[src/rtl/clock_div_pkg.sv]
`default_nettype none
// ============================================================================
// clock_div_pkg : shared state encoding and divisor helpers for clock_div_prog
// Rev 1.0 - initial release
// ============================================================================
package clock_div_pkg;

  typedef enum logic {
    STOP = 1'b0,
    RUN  = 1'b1
  } state_t;

  localparam int unsigned MIN_DIV = 2;

  // Divisors below MIN_DIV cannot form a period with both a low and high phase.
  function automatic int unsigned clamp_div(input int unsigned div);
    return (div < MIN_DIV) ? MIN_DIV : div;
  endfunction

  function automatic int unsigned low_cycles(input int unsigned div);
    return div >> 1;
  endfunction

endpackage
`default_nettype wire

[src/rtl/clock_div_prog_if.sv]
`default_nettype none
// ============================================================================
// clock_div_prog_if : divisor configuration handshake for clock_div_prog
// Rev 1.0 - initial release
// ============================================================================
interface clock_div_prog_if #(
  parameter int WIDTH = 8
);
  logic             cfg_valid;
  logic [WIDTH-1:0] cfg_div;
  logic             cfg_ready;
  logic             cfg_err;

  modport master (
    output cfg_valid,
    output cfg_div,
    input  cfg_ready,
    input  cfg_err
  );

  modport slave (
    input  cfg_valid,
    input  cfg_div,
    output cfg_ready,
    output cfg_err
  );
endinterface
`default_nettype wire

[src/rtl/clock_div_cfg_slot.sv]
`default_nettype none
// ============================================================================
// clock_div_cfg_slot : single-entry divisor holding register with clamp/error
// Rev 1.0 - initial release
// ============================================================================
module clock_div_cfg_slot
  import clock_div_pkg::*;
#(
  parameter int WIDTH = 8
) (
  input  logic             clock,
  input  logic             reset,
  input  logic             valid,
  input  logic [WIDTH-1:0] div,
  output logic             ready,
  output logic             err,
  input  logic             take,
  output logic [WIDTH-1:0] pend,
  output logic             pend_v
);

  logic             r_pend_v;
  logic             r_err;
  logic [WIDTH-1:0] r_pend;
  logic             w_accept;

  assign w_accept = valid & ~r_pend_v;

  // Accept and take are mutually exclusive: accept needs an empty slot, take a full one.
  always_ff @(posedge clock) begin
    if (reset) begin
      r_pend_v <= 1'b0;
      r_pend   <= '0;
      r_err    <= 1'b0;
    end else if (w_accept) begin
      r_pend   <= WIDTH'(clamp_div(32'(div)));
      r_pend_v <= 1'b1;
      r_err    <= (32'(div) < MIN_DIV);
    end else if (take) begin
      r_pend_v <= 1'b0;
    end
  end

  assign ready  = ~r_pend_v;
  assign err    = r_err;
  assign pend   = r_pend;
  assign pend_v = r_pend_v;

endmodule
`default_nettype wire

[src/rtl/clock_div_prog.sv]
`default_nettype none
// ============================================================================
// clock_div_prog : runtime-programmable glitch-free integer clock divider
// Rev 1.0 - initial release
// ============================================================================
module clock_div_prog
  import clock_div_pkg::*;
#(
  parameter int WIDTH       = 8,
  parameter int DEFAULT_DIV = 4
) (
  input  logic             clock,
  input  logic             reset,
  input  logic             en,
  clock_div_prog_if.slave  cfg,
  output logic [WIDTH-1:0] cur_div,
  output logic             clk_out,
  output logic             rise_stb,
  output logic             running
);

  state_t           r_state;
  logic [WIDTH-1:0] r_count;
  logic [WIDTH-1:0] r_div;
  logic             r_clk;

  logic [WIDTH-1:0] w_low;
  logic             w_last;
  logic             w_rise_pt;
  logic             w_take;
  logic             w_ready;
  logic             w_err;
  logic [WIDTH-1:0] w_pend;
  logic             w_pend_v;

  assign w_low     = WIDTH'(low_cycles(32'(r_div)));
  assign w_last    = (r_count == r_div - WIDTH'(1));
  assign w_rise_pt = (r_count == w_low - WIDTH'(1));
  // Divisor swaps only where a period is not in progress.
  assign w_take    = w_pend_v & ((r_state == STOP) | w_last);

  clock_div_cfg_slot #(
    .WIDTH (WIDTH)
  ) u_cfg_slot (
    .clock  (clock),
    .reset  (reset),
    .valid  (cfg.cfg_valid),
    .div    (cfg.cfg_div),
    .ready  (w_ready),
    .err    (w_err),
    .take   (w_take),
    .pend   (w_pend),
    .pend_v (w_pend_v)
  );

  assign cfg.cfg_ready = w_ready;
  assign cfg.cfg_err   = w_err;

  always_ff @(posedge clock) begin
    if (reset) begin
      r_state <= STOP;
      r_count <= '0;
      r_clk   <= 1'b0;
      r_div   <= WIDTH'(DEFAULT_DIV);
    end else begin
      case (r_state)
        STOP: begin
          r_count <= '0;
          r_clk   <= 1'b0;
          if (w_take) r_div <= w_pend;
          if (en)     r_state <= RUN;
        end
        RUN: begin
          if (w_last) begin
            r_count <= '0;
            r_clk   <= 1'b0;
            if (w_take) r_div <= w_pend;
            if (!en)    r_state <= STOP;
          end else begin
            r_count <= r_count + WIDTH'(1);
            if (w_rise_pt) r_clk <= 1'b1;
          end
        end
        default: r_state <= STOP;
      endcase
    end
  end

  assign running  = (r_state == RUN);
  assign rise_stb = running & w_rise_pt;
  assign clk_out  = r_clk;
  assign cur_div  = r_div;

endmodule
`default_nettype wire

[src/flat_wrapper.sv]
// flat-port wrapper written by rule: the top's interface ports become plain ports
module clock_div_prog_flat import clock_div_pkg::*;
#(
  parameter int WIDTH       = 8,
  parameter int DEFAULT_DIV = 4
)
  (clock, reset, en, cur_div, clk_out, rise_stb, running, cfg_cfg_valid, cfg_cfg_div, cfg_cfg_ready, cfg_cfg_err);
  clock_div_prog_if #(.WIDTH(WIDTH)) cfg_i ();
  input  logic clock;
  input  logic reset;
  input  logic en;
  output logic [WIDTH-1:0] cur_div;
  output logic clk_out;
  output logic rise_stb;
  output logic running;
  input wire logic [$bits(cfg_i.cfg_valid)-1:0] cfg_cfg_valid;
  input wire logic [$bits(cfg_i.cfg_div)-1:0] cfg_cfg_div;
  output wire logic [$bits(cfg_i.cfg_ready)-1:0] cfg_cfg_ready;
  output wire logic [$bits(cfg_i.cfg_err)-1:0] cfg_cfg_err;
  assign cfg_i.cfg_valid = cfg_cfg_valid;
  assign cfg_i.cfg_div = cfg_cfg_div;
  assign cfg_cfg_ready = cfg_i.cfg_ready;
  assign cfg_cfg_err = cfg_i.cfg_err;
  clock_div_prog #(.WIDTH(WIDTH), .DEFAULT_DIV(DEFAULT_DIV)) u_core (.clock(clock), .reset(reset), .en(en), .cfg(cfg_i), .cur_div(cur_div), .clk_out(clk_out), .rise_stb(rise_stb), .running(running));
endmodule
[config.mk]
export PLATFORM = sky130hd
export DESIGN_NAME = clock_div_prog_flat
export DESIGN_NICKNAME = d
export VERILOG_FILES = /design/src/rtl/clock_div_pkg.sv /design/src/rtl/clock_div_prog_if.sv /design/src/rtl/clock_div_cfg_slot.sv /design/src/rtl/clock_div_prog.sv /design/src/flat_wrapper.sv
export SDC_FILE = /design/constraint.sdc
export NUM_CORES = 1
export LEC_CHECK = 0
export BUFFER_PORTS_ARGS = -buffer_cell sky130_fd_sc_hd__buf_2
export CORE_MARGIN = 10
export CORE_UTILIZATION = 39
export DETAILED_ROUTE_END_ITERATION = 8
export PLACE_DENSITY = 0.61
export SYNTH_ARGS = -nofsm -noshare
export SYNTH_HDL_FRONTEND = slang
export SYNTH_HIERARCHICAL = 1
export SYNTH_SLANG_ARGS = --single-unit
[constraint.sdc]
create_clock -name clock -period 3.4 [get_ports clock]
set_input_delay 0.34 -clock clock [delete_from_list [all_inputs] [get_ports clock]]
set_output_delay 0.34 -clock clock [all_outputs]
set_load 0.1 [all_outputs]
* Word level (Yosys, flattened, before mapping) *
Cells that the tools add are included.

word-level totals
  register bits after elaboration = 28

operators by class
  reduce and logical (&&, ||, !) cells = 1
  equality and inequality tests = 4
  multiplexer cells = 14
  magnitude comparators = 1
  bitwise operators = 6
  add/sub/neg operators = 3

operators with widths
  cell                   count
  $mux W8                4
  $pmux W8 S2            2
  $eq A8 B8 Y1           2
  $add A8 B1 Y8 const B  1
  $lt A8 B2 Y1 const B   1
  $sub A7 B1 Y8 const B  1
  $sub A8 B1 Y8 const B  1
  $mux W1                6
  $pmux W1 S2            2
  $and A1 B1 Y1          3
  $ne A3 B3 Y1 const B   1
  $ne A2 B2 Y1 const B   1
  $not A1 Y1             2
  $reduce_bool A2 Y1     1
  $or A1 B1 Y1           1

* Longest topological paths before layout *
  depth after elaboration = 7
  mapped depth = 11
  mapped depth without buffers = 9

* Hierarchy *
The synthesis kept the hierarchy.

by module, submodules not included
  module              area an instance (um^2)  cells an instance  instances
  clock_div_prog      1,221.2                  149                1
  clock_div_cfg_slot  396.6                    47                 1

* Worst setup path before layout *
OpenSTA, ideal clock, no wires.

  path type = flip-flop to output port
  start = reg u_core.r_div[1], in the netlist u_core/cur_div[1]
  end = out rise_stb
  data required time = 3.060 ns
  arrival = 3.308 ns
  path buffers = 1
  stages on the path, launching flop included = 10
  setup slack = -0.248 ns
  path through = dfxtp_1 > inv_1 > ha_1 > buf_4 > xnor2_1 > nand2_1 > o21ai_0 > o21ai_0 > nand4_1 > nor2_1

on the way
  cells in the longest elaborated chain, start to end = 3

RTL lines
  what                      line                  RTL
  start: declaration        clock_div_prog.sv:24  logic [WIDTH-1:0] r_div;
  start signal: assignment  clock_div_prog.sv:64  r_div <= WIDTH'(DEFAULT_DIV);
  start signal: assignment  clock_div_prog.sv:70  if (w_take) r_div <= w_pend;
  start signal: assignment  clock_div_prog.sv:77  if (w_take) r_div <= w_pend;
  $sub A7 B1 Y8             clock_div_prog.sv:38  assign w_rise_pt = (r_count == w_low - WIDTH'(1));
  $eq A8 B8 Y1              clock_div_prog.sv:38
  $and A1 B1 Y1             clock_div_prog.sv:90  assign rise_stb = running & w_rise_pt;
  end: declaration          flat_wrapper.sv:14    output logic rise_stb;

No other way between the ends.

* Worst setup path in the final report *
Same ends and word-level chain as after synthesis.

==> run_results.csv <==
group,metric,value,unit
synth,synth_commonest_cells,"34 x nand2_1, 28 x dfxtp_1, 18 x nor2_1",
sta,hold_slack,290,ps
detailed_routing,viasPerCell,4.98,
worst_setup_path,critical-path-max-stage-delay,440,ps
layout,postLayoutCoreUtil,45.1,%
layout,count_of_nets_after_finishing,228,
cts,clkLatencyLatePin,280,ps
synth,synth_top_cell_by_area,"dfxtp_1",
layout,area_used_by_multi_input_combinational_logic,945,um^2
cts,htree_num_levels,1,
sta,post-route-period-util,78.9,%
worst_setup_path,critPathMostFrequentCell,"o21ai_0",
sta,tightest_slew,541,ps
global_route,grt_start_max_net_pins,17,
worst_setup_path,cp_cell_sequence,"inv_1 -> ha_1 -> xnor2_1 -> nand2_1 -> o21ai_0 -> o21ai_0 -> nand4_1 -> nor2_2 -> buf_2",
cts,cts-root-to-sink-buffers,2,
die,chipHeight,84.4,um
layout,finish.instance_area,0.00180,mm^2
die,design.die.area,0.00712,mm^2
synth,ys.warnings.count,6,
sta,achievable-frequency,373,MHz
worst_setup_path,cp.required,3060,ps
placement,numPlacedInstances,258,
synth,sequential_cell_area_fraction_in_the_yosys_report,34.6,%
power,cell_internal_pwr,0.550,mW
placement,dp_hpwl,2600,um
worst_setup_path,cp_top_family,"buffers and inverters",
cts,cts-resized-gates,0,
worst_setup_path,worst_path_max_delay_cell,"dfxtp_1",
sta,report.final.setup_viol,0,
synth,synth.most_common_cell,"nand2_1",
die,die-width,84.4,um
cts,post-cts-setup-buffer-count,0,
worst_setup_path,critical_path_capture_point_type,"primary output",
worst_setup_path,critPathArrivalTime,2340,ps
power,total_leakage_power,0.704,nW
detailed_routing,routedLengthMet1,1640,um
sta,final_hold_viol_count,0,
sta,setup_skew,3.18,ps
detailed_routing,route.detailed.drc,0,
worst_setup_path,startpoint_class_of_the_critical_path,"flip-flop",
sta,totalNegativeSetupSlack,0,ps
sta,slew_viol_final,0,
detailed_routing,final_antenna_net_count,0,
die,row_count,23,
placement,gp_congestion,0.845,
sta,worst_slack,718,ps
synth,synth_async_sr_flop_share,0,%
synth,synth.avg_cell_area,8.25,um^2
outcome,outcome,"complete, no violations",
power,clock_power_share,33.7,%
placement,numPortBuffers,24,
hold_path,hold_depth,3,
cts,worst_setup_hold_path_clk_slew,100,ps
global_route,grt_pass1_vias,1341,
detailed_routing,met3RoutedLength,125,um
sta,fin_crit,2680,ps
detailed_routing,firstDrtPassIters,4,
layout,fraction_of_final_layout_cells_with_drive_strength_greater_than_1,18.9,%
detailed_routing,met2_length,1640,um
cts,cell_at_the_root_of_the_clock_tree,"clkbuf_8",
synth,synth_cell_types,39,
sta,grt_setup_unrepaired,"false",
synth,netlist.area_leader.share,34.6,%
detailed_routing,drt-wirelength-per-cell,13.0,um
power,comb_power_share,20.7,%
synth,ys_dominant_reg_cell,"dfxtp_1",
worst_setup_path,timing.critical_path.buf_inv,2,
layout,areaGrowthSynthToFinish,11.5,%
detailed_routing,via_count,1305,
sta,slew_headroom,63.8,%
hold_path,min-delay-path-class,"in -> reg",
die,initial_core_util,40.4,%
global_route,grt_pass1_wl,5900,um
power,power.net_switching,0.229,mW
power,cellPowerDensity,432,mW/mm^2
power,power.share.switching,29.4,%
synth,synthTopCellsByArea,"dfxtp_1 35%, xnor2_1 8.7%, nand2_1 7.9%, xor2_1 5.4%, mux2i_1 4.9%",
detailed_routing,topRoutingLayerUsed,"met3",
layout,diodes,0,
cts,cts-buffers-inserted,3,
cts,tritoncts,"done",
synth,synth_register_bits,28,
cts,clkSinkCount,28,
synth,syn_nets,211,
cts,cts.hold.buffers_added,0,
detailed_routing,first_iter_violations,59,
power,fin_total_pwr,0.779,mW
worst_setup_path,reg2regPathDepth,10,
die,floorplan.io_pins,25,
layout,instances_no_fill,262,
job,maxcap_violations,0,
worst_setup_path,worst-setup-path-type,"reg -> out",
synth,synth_edf_count,0,
layout,fillerInstances,416,
global_route,antenna_found_initial,0,
synth,synth.cell_area,0.00162,mm^2
worst_setup_path,crit_cells,9,
power,vdd_ir_drop_max,0.251,mV
worst_setup_path,timing.critical_path.fanout_max,9,
die,floorplan.core_area,0.00400,mm^2
layout,total_area_of_sequential_cells,561,um^2
power,seqPwrFrac,45.6,%
placement,postPlaceCellArea,0.00173,mm^2
placement,post-place-ws,953,ps
global_route,globalRouteTotalUtil,9.51,%
synth,gate_count_post_synth,196,
detailed_routing,postRouteWirelength,3410,um
global_route,globalRoute.totalOverflow,0,
==> routing by layer <==
layer | vias to the layer above | track usage, %
met5 | - | 0
met4 | 0 | 1.35
met3 | 0 | 3.00
met2 | 24 | 17.2
met1 | 594 | 10.8
li1 | 687 | -
==> cells in the final DEF, fill, tap and decap left out, drive strengths merged, types with 2 or more instances in the layout <==
cell,netlist,routed
a31oi,2,2
buf,7,25
a21oi,9,9
inv,10,10
nand2,34,34
xnor2,16,16
o21ai,8,8
nor4,3,3
clkbuf,6,3
o41ai,2,2
dfxtp,28,28
mux2i,8,8
nor2,18,18
nand2b,2,2
ha,3,3
nand4,2,2
nand3,9,9
xor2,10,10
and3,3,3
==> registers in the layout (all words and copies together), names as in the netlist <==
name / flops
u_core/running: 1
u_core/u_cfg_slot/err: 1
u_core/u_cfg_slot/pend_v: 1
u_core/u_cfg_slot/pend: 8
u_core/cur_div: 8
u_core/r_count: 8
u_core/clk_out: 1
==> cell families after synthesis <==
group	share of synthesized area, %
DFF	34.6
and+or+nand+nor	23.0
xor gates and xnor gates	14.1
AOI/OAI and AO/OA	13.9
muxes	4.95
adders and majority gates	2.32
buffers and inverters	7.12
==> worst register-to-register path, cell delays in order, from the launching register on <==
cell and delay, ps:
dfxtp_1 440, inv_1 90, ha_1 320, and2b_2 280
xnor2_1 140, a31oi_1 210, nand3_2 150, o41ai_2 290
buf_4 240, nand2b_1 120, a21oi_1 60
==> power groups by stage <==
stage / sequential, mW / clock [mW] / combinational [mW]
floorplan: 0.391 / 0 / 0.104
global placement: 0.363 / 0 / 0.161
finish: 0.355 / 0.263 / 0.161
global route: 0.357 / 0.287 / 0.176
detailed placement: 0.363 / 0 / 0.162
CTS: 0.355 / 0.272 / 0.163
==> cell type report <==
| cell class | count | area share [%] |
|---|---|---|
| Multi-Input combinational cell | 145 | 52.4 |
| Clock buffer | 3 | 2.29 |
| Sequential cell | 28 | 31.1 |
| Clock inverter | 1 | 1.66 |
| Inverter | 10 | 2.08 |
| Tap cell | 50 | 3.47 |
| Timing Repair Buffer | 25 | 7.07 |
==> worst paths after layout <==
check / start / endpoint / slack, ps
min reg2reg: u_core/clk_out / u_core/clk_out / 450
min: en / u_core/running / 290
max reg2reg: u_core/cur_div[1] / u_core/u_cfg_slot/pend_v / 940
max: u_core/cur_div[1] / rise_stb / 720
Power figures use the tool's default switching activity.
